<file path="src/rtl/window_accum.sv">
// Window reducer: sum / signed max / signed min over back-to-back windows of P samples.
// Latency: one registered result per window, valid the cycle after the closing sample.
// Backpressure: none; one sample is consumed on every ACCUM cycle.
module window_accum #(
  parameter int DATA_W   = 32,
  parameter int PERIOD_W = 10,
  parameter int DELAY_W  = 7
) (
  input  logic                clk,
  input  logic                rst,
  input  logic                run,
  input  logic                running,
  input  logic [DATA_W-1:0]   in0,
  output logic [DATA_W-1:0]   out0,
  output logic                valid,
  output logic                done,
  input  logic [PERIOD_W-1:0] period,
  input  logic [DELAY_W-1:0]  delay,
  input  logic [1:0]          mode
);

  typedef enum logic [1:0] {
    S_IDLE  = 2'd0,
    S_WAIT  = 2'd1,
    S_ACCUM = 2'd2
  } state_t;

  localparam logic [PERIOD_W-1:0] P_ONE = PERIOD_W'(1);
  localparam logic [DELAY_W-1:0]  D_ONE = DELAY_W'(1);

  state_t              state, state_nxt;
  logic [PERIOD_W-1:0] p_lat;
  logic [1:0]          m_lat;
  logic [PERIOD_W-1:0] cnt;
  logic [DELAY_W-1:0]  dcnt;
  logic [DATA_W-1:0]   acc;
  logic [DATA_W-1:0]   reduced;
  logic [DATA_W-1:0]   combined;
  logic                start;
  logic                in_accum;
  logic                close;

  assign start    = run & running;
  assign in_accum = (state == S_ACCUM);
  assign close    = in_accum && (cnt == p_lat - P_ONE);
  assign done     = (state != S_WAIT);

  always_comb begin
    state_nxt = state;
    case (state)
      S_IDLE:  state_nxt = S_IDLE;
      S_WAIT:  if (dcnt == D_ONE) state_nxt = S_ACCUM;
      S_ACCUM: state_nxt = S_ACCUM;
      default: state_nxt = S_IDLE;
    endcase
    // A run accepted in any state (re)starts the sequence with the incoming delay.
    if (start) state_nxt = (delay != '0) ? S_WAIT : S_ACCUM;
    if (!running) state_nxt = S_IDLE;
  end

  always_comb begin
    reduced = acc + in0;
    case (m_lat)
      2'd1:    reduced = ($signed(in0) > $signed(acc)) ? in0 : acc;
      2'd2:    reduced = ($signed(in0) < $signed(acc)) ? in0 : acc;
      default: reduced = acc + in0;
    endcase
    // First sample of a window replaces the stale accumulator outright.
    combined = (cnt == '0) ? in0 : reduced;
  end

  always_ff @(posedge clk) begin
    if (rst) begin
      state <= S_IDLE;
      out0  <= '0;
      valid <= 1'b0;
      acc   <= '0;
      cnt   <= '0;
      dcnt  <= '0;
      p_lat <= P_ONE;
      m_lat <= 2'd0;
    end else begin
      state <= state_nxt;
      valid <= close;
      if (close) out0 <= combined;

      if (start) begin
        p_lat <= (period == '0) ? P_ONE : period;
        m_lat <= mode;
        dcnt  <= delay;
      end else if (state == S_WAIT) begin
        dcnt <= dcnt - D_ONE;
      end

      // Restart or abort discards any partial window.
      if (start || !running) begin
        acc <= '0;
        cnt <= '0;
      end else if (in_accum) begin
        if (close) begin
          cnt <= '0;
        end else begin
          acc <= combined;
          cnt <= cnt + P_ONE;
        end
      end
    end
  end

endmodule

</file>
<file path="config.mk">
export PLATFORM = sky130hd
export DESIGN_NAME = window_accum
export DESIGN_NICKNAME = d
export VERILOG_FILES = /design/src/rtl/window_accum.sv
export SDC_FILE = /design/constraint.sdc
export NUM_CORES = 1
export LEC_CHECK = 0
export CORE_MARGIN = 4
export CORE_UTILIZATION = 40
export CTS_BUF_LIST = sky130_fd_sc_hd__clkbuf_4
export CTS_CLUSTER_DIAMETER = 120
export DETAILED_ROUTE_END_ITERATION = 10
export HOLD_SLACK_MARGIN = 0.12
export SKIP_LAST_GASP = 1
export SLEW_MARGIN = 10
export SYNTH_ARGS = -nofsm -noshare
export SYNTH_HDL_FRONTEND = slang
export SYNTH_SLANG_ARGS = --single-unit
</file>
<file path="constraint.sdc">
create_clock -name clk -period 5.25 [get_ports clk]
set_clock_uncertainty 0.05 [all_clocks]
set_input_delay 1.575 -clock clk [delete_from_list [all_inputs] [get_ports clk]]
set_output_delay 1.575 -clock clk [all_outputs]
set_load 0.1 [all_outputs]
</file>
==> flow_summary.yaml <==
final_layout:
  multi_input_area_um2: 5050
  drive_above_1_share_pct: 9.36
  layout_commonest_cell: "nor2_1"
  nNetsFinal: 1191
  fin_area_um2: 9030
  regArea_um2: 1920
  fillers: 1835
  final_cell_mix: "nor2_1 (101), dfxtp_1 (96), clkdlybuf4s50_1 (87), nand2_1 (81), ha_1 (72)"
  area_delta_synth_final_pct: 20.8
placement:
  dpl_cell_area_um2: 8870
  globalplace.congestion: 0.953
  port_buffers: 88
  dp_slack_ns: 0.134
  dpl.hpwl_mm: 17.2
clock_network:
  h-tree-depth: 3
  clkSinkCount: 96
  clock_latency_ns: 0.50
  cts_hold_repair.buffers: 0
  cts_tree: "built"
  numCtsBuffers: 9
  ctsResizeCount: 0
  cts.clk_slew.worst_paths_ns: 0.17
  clock_path_buffers: 2
  cts_setup_buffers: 0
  root_buffer: "clkbuf_4"
sta:
  hold_slack_ns: 0.414
  finalSetupViolations: 0
  hold_viol: 0
  fin_setup_tns_ns: 0
  slew-limit-headroom_pct: 32.7
  rsz0062_at_grt: "false"
  post-route-period-util_pct: 88.2
  drv_slew: 0
  post-route-min-period_ns: 4.63
  fin_ws_ns: 0.619
  worst_slew_pin_slew_ns: 1.01
  max_freq_ghz: 0.216
power:
  comb_power_share_pct: 22.8
  total_power_w: 0.00157
  p_leak_nw: 3.34
  clkPwrFrac_pct: 29.3
  power_frac_seq_pct: 48.0
  peakVddDrop_v: 0.000134
  p_sw_share_pct: 33.2
  p_sw_w: 0.000523
  p_int_w: 0.00105
  power.density_nw_per_um2: 174
global_route:
  grtUsageMet3_pct: 3.06
  grt_use_met2_pct: 35.3
  grt_pass1_vias: 7021
  grt_max_degree: 55
  grt_pass1_wl_mm: 36.8
  antenna_found_initial: 1
  groute.usage.overall_pct: 22.3
  grt_util_met1_pct: 31.5
  overflow: 0
  grt.busiest_layer: "met2"
synth:
  ys_ff_latch: 96
  synth_warnings: 0
  synth_seq_area_share_pct: 25.7
  synth_edf_count: 0
  async_reset_ff_share_pct: 0
  netlist_top_cells_area: "dfxtp_1 (26%), ha_1 (12%), nor2_1 (5.1%)"
  syn_inst: 960
  synth_ff_type: "dfxtp_1"
  yosysTopAreaCellShare_pct: 25.7
  yosysTopAreaCell: "dfxtp_1"
  synth.distinct_cells: 74
  synth_nets: 1088
  netlist_area_um2: 7470
  postSynthAreaPerCell_um2: 7.78
worst_setup_path:
  cp-start-kind: "input port"
  r2r-end: "out0[30]"
  crit_path_max_fanout: 15
  path_class: "in2reg"
  worst-path-stages: 12
  crit_chain: "clkdlybuf4s50_1 > ha_1 > nand3_1 > or4_1 > or2_1 > a31o_4 > a211o_1 > o31ai_2 > buf_4 > nand2_1 > and4_4 > a211oi_2"
  worstSetupEndpointType: "register"
  crit_path_start: "in0[23]"
  worst_ep_required_time_ns: 5.63
  cp_top_family: "simple AND/OR/NAND/NOR gates"
  crit_slowest_cell: "or4_1"
  worstPathArrival_ns: 5.01
  crit_buf_inv: 2
  slowest_delay_ns: 0.54
  r2r_slack_ns: 1.70
  crit_path_end: "out0[30]"
  reg2reg_from: "acc[28]"
  reg2reg_depth: 12
die:
  dieArea_um2: 20900
  core_um2: 18100
  ios: 89
  die_height_um: 145
  die_x_um: 145
  floorplan.initialDensity_pct: 41.2
  row_count: 49
drt:
  drcViolationCount: 0
  postRouteAntennaNets: 0
  viasPerCell: 5.70
  dr.pass1.iters: 5
  dr_total_vias: 7402
  routed_wl_mm: 23.2
  drt_iter0_markers: 534
  wl_per_cell_um: 17.9
outcome:
  status: "finished, final reports clean"
run:
  maxCapViolCount: 0
min_path:
  holdCritPathClass: "reg2reg"
## per-stage QoR
step,std cells,util (%)
after floorplan,960,-
after global placement,1281,48.9
after detailed placement,1281,48.9
after CTS,1297,49.7
after global routing,1298,49.7
final,1298,49.7
## routing by layer
layer,part of all wire (%),wire length [um]
met4,2.0,457
met3,5.1,1190
met1,48,11200
met2,45,10400
met5,0,0
## cells in the mapped netlist (all sizes together), types with 17 or more instances
cell type  number
nor2          103
dfxtp          96
nand2          81
ha             72
inv            71
a21oi          57
clkbuf         40
o21ai          37
xnor2          32
nand3          28
a211oi         24
a311oi         24
xor2           22
nor3           17
o2bb2ai        17
## registers in the layout, indices dropped and copies added (netlist names)
signal / cells
acc: 32
state: 2
valid: 1
out0: 32
cnt: 10
dcnt: 7
p_lat: 10
m_lat: 2
## cell type report
cell class	count	share of cell area (%)
multi-input combinational	738	56.0
sequential	96	21.3
timing repair buffer	147	14.9
tap	229	3.17
inverter	71	2.95
clock inverter	7	0.956
clock buffer	9	0.748
antenna	1	0.0277
## worst min-delay path by stage
stage,slack (ns),depth (start not counted),end,startpoint
finish,0.41,2,out0[0],out0[0]
global placement,0.39,2,out0[0],out0[0]
floorplan,0.39,2,acc[31],acc[31]
CTS,0.42,2,out0[0],out0[0]
detailed placement,0.40,2,out0[0],out0[0]
global route,0.44,2,out0[0],out0[0]
## tightest hold or removal path, cell delays in order, from the launching register on
cell and delay, ns:
dfxtp_1 0.34, nand2_1 0.05, a21oi_1 0.05
## power groups by stage
stage	sequential [W]	clock (W)	combinational (W)
2_1_floorplan	0.000792	0	0.000188
5_1_grt	0.000757	0.000503	0.000393
3_5_place_dp	0.000771	0	0.000354
6_report	0.000755	0.000461	0.000358
4_1_cts	0.000755	0.000476	0.000356
3_3_place_gp	0.000770	0	0.000354
## kinds of logic (layout without fill, tap and decap cells)
kind of cell / after synthesis / in the layout / share of synthesized area, %
buf+inv: 126 / 234 / 6.76
xor+xnor: 54 / 54 / 6.33
flops: 96 / 96 / 25.7
other cells: 0 / 1 / 0
simple gates: 324 / 324 / 21.0
compound gates: 278 / 278 / 26.7
mux: 9 / 9 / 1.24
fa+ha+maj: 73 / 73 / 12.3
(Power assumes the default switching activity.)
